--- src/rtl/event_timestamper_fifo.sv ---
`default_nettype none
// ============================================================================
// Module   : event_timestamper_fifo
// Purpose  : Per-ID event timestamper. A start event captures the free-running
//            counter for its ID; the matching end event emits a record
//            {id, start, end, delta, status} through a show-ahead output FIFO.
//            A background scanner retires IDs older than cfg_timeout with a
//            TIMEOUT record. Ends with no matching start are counted.
// Ports    : clk, rst_n         - clock, asynchronous active-low reset
//            start_valid/ready/id - start event handshake
//            end_valid/ready/id   - end event handshake
//            cfg_timeout          - age limit in cycles (0 disables)
//            out_valid/ready      - output record handshake (show-ahead)
//            out_id/start_ts/end_ts/delta/status - head record fields
//            inflight_cnt         - number of active IDs
//            err_orphan_cnt       - saturating count of orphan ends
// Revision : 1.0 - initial release
// ============================================================================
module event_timestamper_fifo #(
   parameter int ID_W       = 4,
   parameter int TS_W       = 64,
   parameter int FIFO_DEPTH = 4,
   parameter int TMO_W      = 32,
   parameter int ERR_W      = 16
) (
   input  logic              clk,
   input  logic              rst_n,
   input  logic              start_valid,
   output logic              start_ready,
   input  logic [ID_W-1:0]   start_id,
   input  logic              end_valid,
   output logic              end_ready,
   input  logic [ID_W-1:0]   end_id,
   input  logic [TMO_W-1:0]  cfg_timeout,
   output logic              out_valid,
   input  logic              out_ready,
   output logic [ID_W-1:0]   out_id,
   output logic [TS_W-1:0]   out_start_ts,
   output logic [TS_W-1:0]   out_end_ts,
   output logic [TS_W-1:0]   out_delta,
   output logic [1:0]        out_status,
   output logic [ID_W:0]     inflight_cnt,
   output logic [ERR_W-1:0]  err_orphan_cnt
);

   localparam int c_N_IDS = 2**ID_W;
   localparam int c_PTR_W = $clog2(FIFO_DEPTH);
   localparam int c_CMP_W = (TS_W > TMO_W) ? TS_W : TMO_W;
   localparam logic [c_PTR_W+1:0] c_DEPTH  = (c_PTR_W+2)'(FIFO_DEPTH);
   localparam logic [1:0]         c_ST_OK  = 2'b00;
   localparam logic [1:0]         c_ST_TMO = 2'b01;

   // Core state
   logic [TS_W-1:0]    r_cnt;
   logic [c_N_IDS-1:0] r_active;
   logic [TS_W-1:0]    r_ts_mem [c_N_IDS];
   logic [ID_W-1:0]    r_scan_ptr;
   logic [ID_W:0]      r_inflight;
   logic [ERR_W-1:0]   r_err;

   // Single-entry stage between the event logic and the FIFO
   logic               r_stage_valid;
   logic [ID_W-1:0]    r_stage_id;
   logic [TS_W-1:0]    r_stage_start;
   logic [TS_W-1:0]    r_stage_end;
   logic [1:0]         r_stage_status;

   // Output FIFO; pointers carry one extra wrap bit
   logic [ID_W-1:0]    r_fifo_id     [FIFO_DEPTH];
   logic [TS_W-1:0]    r_fifo_start  [FIFO_DEPTH];
   logic [TS_W-1:0]    r_fifo_end    [FIFO_DEPTH];
   logic [1:0]         r_fifo_status [FIFO_DEPTH];
   logic [c_PTR_W:0]   r_wr_ptr;
   logic [c_PTR_W:0]   r_rd_ptr;

   logic [c_PTR_W:0]   w_fifo_count;
   logic               w_space;
   logic               w_pop;
   logic               w_start_fire;
   logic               w_end_fire;
   logic               w_end_hit;
   logic               w_orphan;
   logic [TS_W-1:0]    w_scan_age;
   logic               w_tmo_due;
   logic               w_tmo_fire;
   logic               w_scan_hold;
   logic [c_PTR_W-1:0] w_rd_idx;

   // Room check counts the staged record too, so a record loaded into the
   // stage is always guaranteed a FIFO slot on the following edge.
   assign w_fifo_count = r_wr_ptr - r_rd_ptr;
   assign w_space      = ({1'b0, w_fifo_count} + {{(c_PTR_W+1){1'b0}}, r_stage_valid}) < c_DEPTH;

   // A start on an ID whose end is retiring this same cycle waits one cycle,
   // so the old timestamp is read before being overwritten.
   assign start_ready  = !r_active[start_id] &&
                         !(end_valid && (end_id == start_id) && r_active[end_id]);
   assign end_ready    = r_active[end_id] ? w_space : 1'b1;

   assign w_start_fire = start_valid && start_ready;
   assign w_end_fire   = end_valid && end_ready;
   assign w_end_hit    = w_end_fire && r_active[end_id];
   assign w_orphan     = w_end_fire && !r_active[end_id];

   assign w_scan_age   = r_cnt - r_ts_mem[r_scan_ptr];
   assign w_tmo_due    = (cfg_timeout != '0) && r_active[r_scan_ptr] &&
                         (c_CMP_W'(w_scan_age) >= c_CMP_W'(cfg_timeout));
   // Any end firing owns the stage this cycle, so the scanner yields.
   assign w_tmo_fire   = w_tmo_due && w_space && !w_end_fire;
   // The scanner waits on a due-but-blocked ID unless an end retires it.
   assign w_scan_hold  = w_tmo_due && !w_tmo_fire &&
                         !(w_end_fire && (end_id == r_scan_ptr));

   assign w_rd_idx     = r_rd_ptr[c_PTR_W-1:0];
   assign out_valid    = (w_fifo_count != '0);
   assign w_pop        = out_valid && out_ready;

   // Fields are forced to zero while empty so the port never shows stale data.
   assign out_id       = out_valid ? r_fifo_id[w_rd_idx]     : '0;
   assign out_start_ts = out_valid ? r_fifo_start[w_rd_idx]  : '0;
   assign out_end_ts   = out_valid ? r_fifo_end[w_rd_idx]    : '0;
   assign out_status   = out_valid ? r_fifo_status[w_rd_idx] : '0;
   assign out_delta    = out_end_ts - out_start_ts;

   assign inflight_cnt   = r_inflight;
   assign err_orphan_cnt = r_err;

   always_ff @(posedge clk or negedge rst_n) begin
      if (!rst_n) begin
         r_cnt      <= '0;
         r_active   <= '0;
         r_scan_ptr <= '0;
         r_inflight <= '0;
         r_err      <= '0;
      end else begin
         r_cnt <= r_cnt + TS_W'(1);
         // Start, end-hit and timeout always touch distinct IDs.
         if (w_start_fire) r_active[start_id]   <= 1'b1;
         if (w_end_hit)    r_active[end_id]     <= 1'b0;
         if (w_tmo_fire)   r_active[r_scan_ptr] <= 1'b0;
         if (!w_scan_hold) r_scan_ptr <= r_scan_ptr + ID_W'(1);
         case ({w_start_fire, (w_end_hit || w_tmo_fire)})
            2'b10:   r_inflight <= r_inflight + (ID_W+1)'(1);
            2'b01:   r_inflight <= r_inflight - (ID_W+1)'(1);
            default: r_inflight <= r_inflight;
         endcase
         if (w_orphan && (r_err != '1)) r_err <= r_err + ERR_W'(1);
      end
   end

   // Timestamp RAM is intentionally not reset.
   always_ff @(posedge clk) begin
      if (w_start_fire) r_ts_mem[start_id] <= r_cnt;
   end

   always_ff @(posedge clk or negedge rst_n) begin
      if (!rst_n) begin
         r_stage_valid  <= 1'b0;
         r_stage_id     <= '0;
         r_stage_start  <= '0;
         r_stage_end    <= '0;
         r_stage_status <= c_ST_OK;
      end else begin
         r_stage_valid <= w_end_hit || w_tmo_fire;
         if (w_end_hit) begin
            r_stage_id     <= end_id;
            r_stage_start  <= r_ts_mem[end_id];
            r_stage_end    <= r_cnt;
            r_stage_status <= c_ST_OK;
         end else if (w_tmo_fire) begin
            r_stage_id     <= r_scan_ptr;
            r_stage_start  <= r_ts_mem[r_scan_ptr];
            r_stage_end    <= r_cnt;
            r_stage_status <= c_ST_TMO;
         end
      end
   end

   always_ff @(posedge clk) begin
      if (r_stage_valid) begin
         r_fifo_id[r_wr_ptr[c_PTR_W-1:0]]     <= r_stage_id;
         r_fifo_start[r_wr_ptr[c_PTR_W-1:0]]  <= r_stage_start;
         r_fifo_end[r_wr_ptr[c_PTR_W-1:0]]    <= r_stage_end;
         r_fifo_status[r_wr_ptr[c_PTR_W-1:0]] <= r_stage_status;
      end
   end

   always_ff @(posedge clk or negedge rst_n) begin
      if (!rst_n) begin
         r_wr_ptr <= '0;
         r_rd_ptr <= '0;
      end else begin
         if (r_stage_valid) r_wr_ptr <= r_wr_ptr + (c_PTR_W+1)'(1);
         if (w_pop)         r_rd_ptr <= r_rd_ptr + (c_PTR_W+1)'(1);
      end
   end

endmodule
`default_nettype wire

--- config.mk ---
export PLATFORM = sky130hd
export DESIGN_NAME = event_timestamper_fifo
export DESIGN_NICKNAME = d
export VERILOG_FILES = /design/src/rtl/event_timestamper_fifo.sv
export SDC_FILE = /design/constraint.sdc
export NUM_CORES = 2
export LEC_CHECK = 0
export CORE_MARGIN = 1.5
export CORE_UTILIZATION = 64
export CTS_BUF_LIST = sky130_fd_sc_hd__clkbuf_8
export DETAILED_ROUTE_END_ITERATION = 10
export GPL_ROUTABILITY_DRIVEN = 0
export PLACE_DENSITY_LB_ADDON = 0.12
export RECOVER_POWER = 50
export REMOVE_ABC_BUFFERS = 1
export SYNTH_ARGS = -nofsm -noshare
export SYNTH_HDL_FRONTEND = slang
export SYNTH_SLANG_ARGS = --single-unit
--- constraint.sdc ---
create_clock -name clk -period 11.57 [get_ports clk]
set_input_delay 1.7355 -clock clk [delete_from_list [all_inputs] [get_ports clk]]
set_output_delay 1.7355 -clock clk [all_outputs]
set_load 0.03 [all_outputs]
* Word level (Yosys, flattened, before mapping) *
Memory sizes are Yosys's and may differ from the RTL's.
Index checks and enable logic that the tools add are counted.

storage, ports and cells
  word-level logic and storage cells = 109
  memory bits (writable) = 1560
  input port bits = 45
  memory bits (read-only) = 0
  register bits after elaboration = 246
  bits in latches = 0
  memories = 5
  output and inout bits = 222

cells by class
  multipliers = 0
  add/subtract/negate cells = 11
  bitwise operators = 5
  div/mod/pow operators = 0
  $lt $le $gt $ge = 8
  equal/unequal tests = 5
  shift-type cells = 0
  reductions and logical operators = 30
  multiplexer cells = 33

memories
  name           depth  bits a word  rd ports  clocked after memory_dff  write ports  RTL line  source
  r_ts_mem       16     64           2         0                         1            56        logic [TS_W-1:0] r_ts_mem [c_N_IDS];
  r_fifo_end     4      64           1         0                         1            71        logic [TS_W-1:0] r_fifo_end [FIFO_DEPTH];
  r_fifo_start   4      64           1         0                         1            70        logic [TS_W-1:0] r_fifo_start [FIFO_DEPTH];
  r_fifo_id      4      4            1         0                         1            69        logic [ID_W-1:0] r_fifo_id [FIFO_DEPTH];
  r_fifo_status  4      2            1         0                         1            72        logic [1:0] r_fifo_status [FIFO_DEPTH];

operators by type and width
  cell                   number
  $mux 64                6
  $sub 64x64->64         2
  $add 64x1->64 const B  1
  $ge 64x32->1           1
  $mux 16                3
  $and 16x16->16         2
  $not 16->16            2
  $reduce_bool 32->1     1
  $logic_and 1x1->1      19
  $add 16x1->16 const B  1
  $ne 16x16->1 const B   1
  $or 16x16->16          1
  $lt 4x5->1 const B     3
  $bmux 1 s4             3
  $demux 1 s4            3
  $ge 4x1->1 const B     3
  $mux 4                 3
  $mux 1                 11
  $pmux 5 s2             1
  $eq 4x4->1             2
  $add 3x1->3 const B    2
  $logic_not 1->1        6
  $mux 2                 3
  $add 5x1->5 const B    1
  10 further kinds       11

* Longest topological paths before layout *
  depth after elaboration = 11
  depth in mapped cells = 43
  gate-level depth less buffers = 36

* Worst setup path after synthesis *
OpenSTA, ideal clock, no wires.

  path kind = input to register
  start point = in start_id[0]
  end point = reg r_active[0]
  library setup time = 101 ps
  path slack = 2713 ps
  cell stages on the path = 9
  arrival = 8756 ps
  data required time = 11469 ps
  path buffers = 1
  cell sequence = clkbuf_1 -> mux4_2 -> mux4_2 -> nor2b_1 -> inv_1 -> or3_1 -> nor3_1 -> o22ai_1 -> a31oi_1

between the ends
  cells in the longest elaborated chain, start to end = 11
  elaborated cells on any way between the ends = 20
  those cells by class = order compare (2); eq/ne (1); mux (7); bitwise (3); reduce/logical (7)

RTL lines
  item                                                                RTL line  source
  start: declaration                                                  30        input logic [ID_W-1:0] start_id,
  parallel branches: the longest is 6 deep, another holds $lt 4x5->1  --
  $mux 16 *                                                           138       if (w_start_fire) r_active[start_id] <= 1'b1;
  $and 16x16->16 (no line)                                            --
  $mux 16 *                                                           139       if (w_end_hit) r_active[end_id] <= 1'b0;
  $and 16x16->16 (no line)                                            --
  $mux 16 *                                                           140       if (w_tmo_fire) r_active[r_scan_ptr] <= 1'b0;
  end signal: indexed assignment                                      138
  end signal: indexed assignment                                      139
  end signal: indexed assignment                                      140
  end: declaration                                                    55        logic [c_N_IDS-1:0] r_active;

Every way passes the cells marked *. The select of a mux whose other input is x is not followed.
A chain may end at the register's enable or synchronous reset.

* Final worst setup path *
  start point = reg r_rd_ptr[0]
  end point = out out_delta[61]

between the ends
  cells in the longest elaborated chain, start to end = 4
  elaborated cells on any way between the ends = 7
  those cells by class = add/sub (2); mux (2); reduce/logical (1); memory (2)

RTL lines
  item                               RTL line  source
  start: declaration                 74        logic [c_PTR_W:0] r_rd_ptr;
  start signal: assignment           194       if (w_pop) r_rd_ptr <= r_rd_ptr + (c_PTR_W+1)'(1);
  $sub 3x3->3                        91        assign w_fifo_count = r_wr_ptr - r_rd_ptr;
  $reduce_bool 3->1                  115       assign out_valid = (w_fifo_count != '0);
  $mux 64, on equally long branches  121, 120
  $sub 64x64->64 *                   123       assign out_delta = out_end_ts - out_start_ts;
  end: declaration                   40        output logic [TS_W-1:0] out_delta,

Mark *: on every way between the ends. The rest lies on a longest branch, timed or not.

==> impl_metrics.ini <==
[sta]
hold_violations = 0
finalCritPeriodShare = 0.937
fin_worst_skew_ps = 72.6
grt_setup_unrepaired = no
period_needed_ps = 10840
max_freq_mhz = 92.3
slew_viol_final = 391
final-setup-viol-count = 0
relSlewSlack = -2.51
finalSetupTns_ps = 0
worst_pin_slew_ps = 5260
setup_ws_ps = 733

[die]
die_x_um = 371
rows = 134
die_area_um2 = 138000
fp.dieH_um = 371
coreArea_um2 = 134000
ios = 267
initial_core_util = 0.648

[logic_synthesis]
yosysMostFrequentCell = edfxtp_1
synthArstFlopShare = 0.136
syn_avg_cell_area_um2 = 16.6
ys.flop_type = edfxtp_1
synth_cell_type_count = 86
seq_area_frac_synth = 0.609
netlist_top_cells_count = 1556 x edfxtp_1, 706 x mux4_2, 269 x nand2_1
syn-instance-count = 5244
yosys_warnings = 0
synth_edf_count = 1556
ys_seq_elements = 1801
synth_area_um2 = 86800
synth_top_area_share = 0.538
ys_top_cells_by_area = edfxtp_1 54%, mux4_2 18%, dfrtp_1 7.1%, ha_1 2.5%, xnor2_1 1.2%
yosys.area.top_type = edfxtp_1

[clocking]
cts_made_buffers = 303
cts-htree-levels = 5
cts_buffer_depth = 4
clkSlewWorstSetupHoldPaths_ps = 60
cts_resized = 0
cts_root_buf = clkbuf_8
postCtsSetupBuffers = 0
insertion_delay_ps = 1030
tritoncts = yes
clock_sink_count = 1801
postCtsHoldBufs = 0

[placed_design]
place_area_um2 = 91600
dp_slack_ps = 1820
io_buffer_count = 265
dpl.hpwl_um = 148000

[worst_hold_path]
hp-class = flip-flop to flip-flop
min_from = inflight_cnt[4]
min_path_cells = 1
hold_end = inflight_cnt[4]

[cells_and_area]
nNetsFinal = 5859
area_growth_pct = 11.8
drive_above_1_share = 0.237
final_area_um2 = 97000
utilization = 0.724

[worst_setup_path]
r2r_end = inflight_cnt[4]
r2r-start = r_scan_ptr[0]
worstSetupPathType = flip-flop to primary output
endpoint_kind = primary output
regToRegSetupSlack_ps = 1890
required_ps = 9830
critPathMostFrequentCell = a21oi_1
cp-start-kind = flip-flop
crit_chain = ha_1, inv_1, fa_1, xnor2_1, nand3b_1, buf_4, o211ai_1, ha_1, a21oi_1, o21ai_1, a221o_1, a21oi_1, a21oi_1, a311oi_1, o2111ai_1, a41oi_1, o21ai_0, a211oi_1, o21ai_0, o311ai_1, clkdlybuf4s50_1
cp_slowest_cell = dfrtp_4
cp_slowest_stage_delay_ps = 920
crit_arrival_ps = 9100
rr_worst_depth = 34
crit_path_max_fanout = 60

[global_route]
grt_util_all_layers = 0.348
grt_pass1_vias = 53100
grt-ovfl-total = 0
grt_max_degree = 150
antenna_found_initial = 6
grt_pass1_wl_um = 345000

[power_and_ir_drop]
leakagePower_nw = 36.6
power_density_nw_per_um2 = 313
vdd.ir_drop.worst_v = 0.000509

[detailed_routing]
drtAntennaViolNets = 0
drc = 0
drtIter0Drc = 6871
drt_pass1_iterations = 6
wl_um = 236000
detail_route.wl_per_cell_um = 31.0
dr_total_vias = 53200
via_per_inst = 6.99

[outcome]
outcome = complete, but fails checks
violations = capacitance limit, slew limit

[flow_run]
cap_violations = 7
==> report_power, final <==
part	switching (mW)	total [mW]	leakage [nW]	internal (mW)
clock	2.45	5.31	3.21	2.86
sequential	0.672	8.30	19.1	7.63
combinational	10.1	16.7	14.2	6.66
total	13.2	30.4	36.6	17.2
==> cell families after synthesis <==
| logic type | count (synthesis) | synth area share |
|---|---|---|
| AO/OA/AOI/OAI | 689 | 0.0522 |
| adder cells (fa/ha/maj) | 180 | 0.0263 |
| AND/OR/NAND/NOR | 925 | 0.0528 |
| multiplexers | 951 | 0.217 |
| other | 1 | 0.0000432 |
| XOR/XNOR | 188 | 0.0190 |
| buffers and inverters | 509 | 0.0242 |
| flip-flops | 1801 | 0.609 |
==> worst max-delay path by stage <==
| stage | startpoint | to | slack, ps | cells after the start |
|---|---|---|---|---|
| 2_1_floorplan | r_scan_ptr[0] | inflight_cnt[4] | -8850 | 35 |
| 3_3_place_gp | r_rd_ptr[0] | out_delta[61] | 1970 | 21 |
| 3_5_place_dp | r_rd_ptr[0] | out_delta[61] | 1820 | 21 |
| 4_1_cts | r_rd_ptr[0] | out_delta[61] | 710 | 21 |
| 5_1_grt | r_rd_ptr[0] | out_delta[61] | 250 | 21 |
| 6_report | r_rd_ptr[0] | out_delta[61] | 730 | 21 |
==> layout make-up <==
cell class | instances | area, µm²
Tap cell | 1768 | 2210
Timing Repair Buffer | 389 | 3580
Sequential cell | 1801 | 52900
Inverter | 205 | 769
Clock buffer | 332 | 4570
Multi-Input combinational cell | 2934 | 32000
Antenna cell | 1 | 2.50
Fill cell | 8326 | 36900
Clock inverter | 181 | 1020
==> per-layer routing <==
layer,GRT usage,share of wire,routed length [µm]
met5,0,0.000097,23
met3,0.0891,0.13,29600
met2,0.522,0.46,108000
met1,0.497,0.38,89600
met4,0.135,0.040,9410
==> state kept, by name, indices dropped and copies added (netlist names) <==
register,cells
err_orphan_cnt,16
inflight_cnt,5
r_active,16
r_cnt,64
r_fifo_end,256
r_fifo_id,16
r_fifo_start,256
r_fifo_status,4
r_rd_ptr,3
r_scan_ptr,4
r_stage_end,64
r_stage_id,4
r_stage_start,64
r_stage_status,1
r_stage_valid,1
r_ts_mem,1024
r_wr_ptr,3
==> placed cells by master, fill, tap and decap left out, types with 24 or more instances in the layout <==
cell and count:
a21o_1 62, a21oi_1 176, a221o_1 24, a31oi_1 70, and2_1 91, and3_1 47
buf_4 86, clkbuf_1 32, clkbuf_8 332, clkdlybuf4s50_1 260, clkinv_1 48, clkinv_2 27
dfrtp_1 239, edfxtp_1 1556, ha_1 176, inv_1 296, mux2_2 85, mux2_4 69
mux2i_1 90, mux4_2 706, nand2_1 269, nand2b_1 24, nand3_1 68, nand4_1 95
nor2_1 189, nor3_1 25, o211ai_1 74, o21a_1 38, o21ai_0 101, xnor2_1 121
xor2_1 67
==> critical path: cells and delay by family, from the launching register on <==
family | cells | cell delay (ps)
XOR/XNOR | 1 | 180
buffers and inverters | 3 | 1330
adder cells (fa/ha/maj) | 3 | 1070
flip-flops | 1 | 920
AND/OR/NAND/NOR | 1 | 320
AO/OA/AOI/OAI | 13 | 4230
==> through the flow <==
step           instances  power (mW)  hold WS, ps
3_3_place_gp        7097        24.8          462
5_1_grt             7611        31.7          497
6_report            7611        30.4          472
3_5_place_dp        7097        25.0          477
4_1_cts             7610        30.3          485
2_1_floorplan       4940        19.8          462
Power figures use the tool's default switching activity.
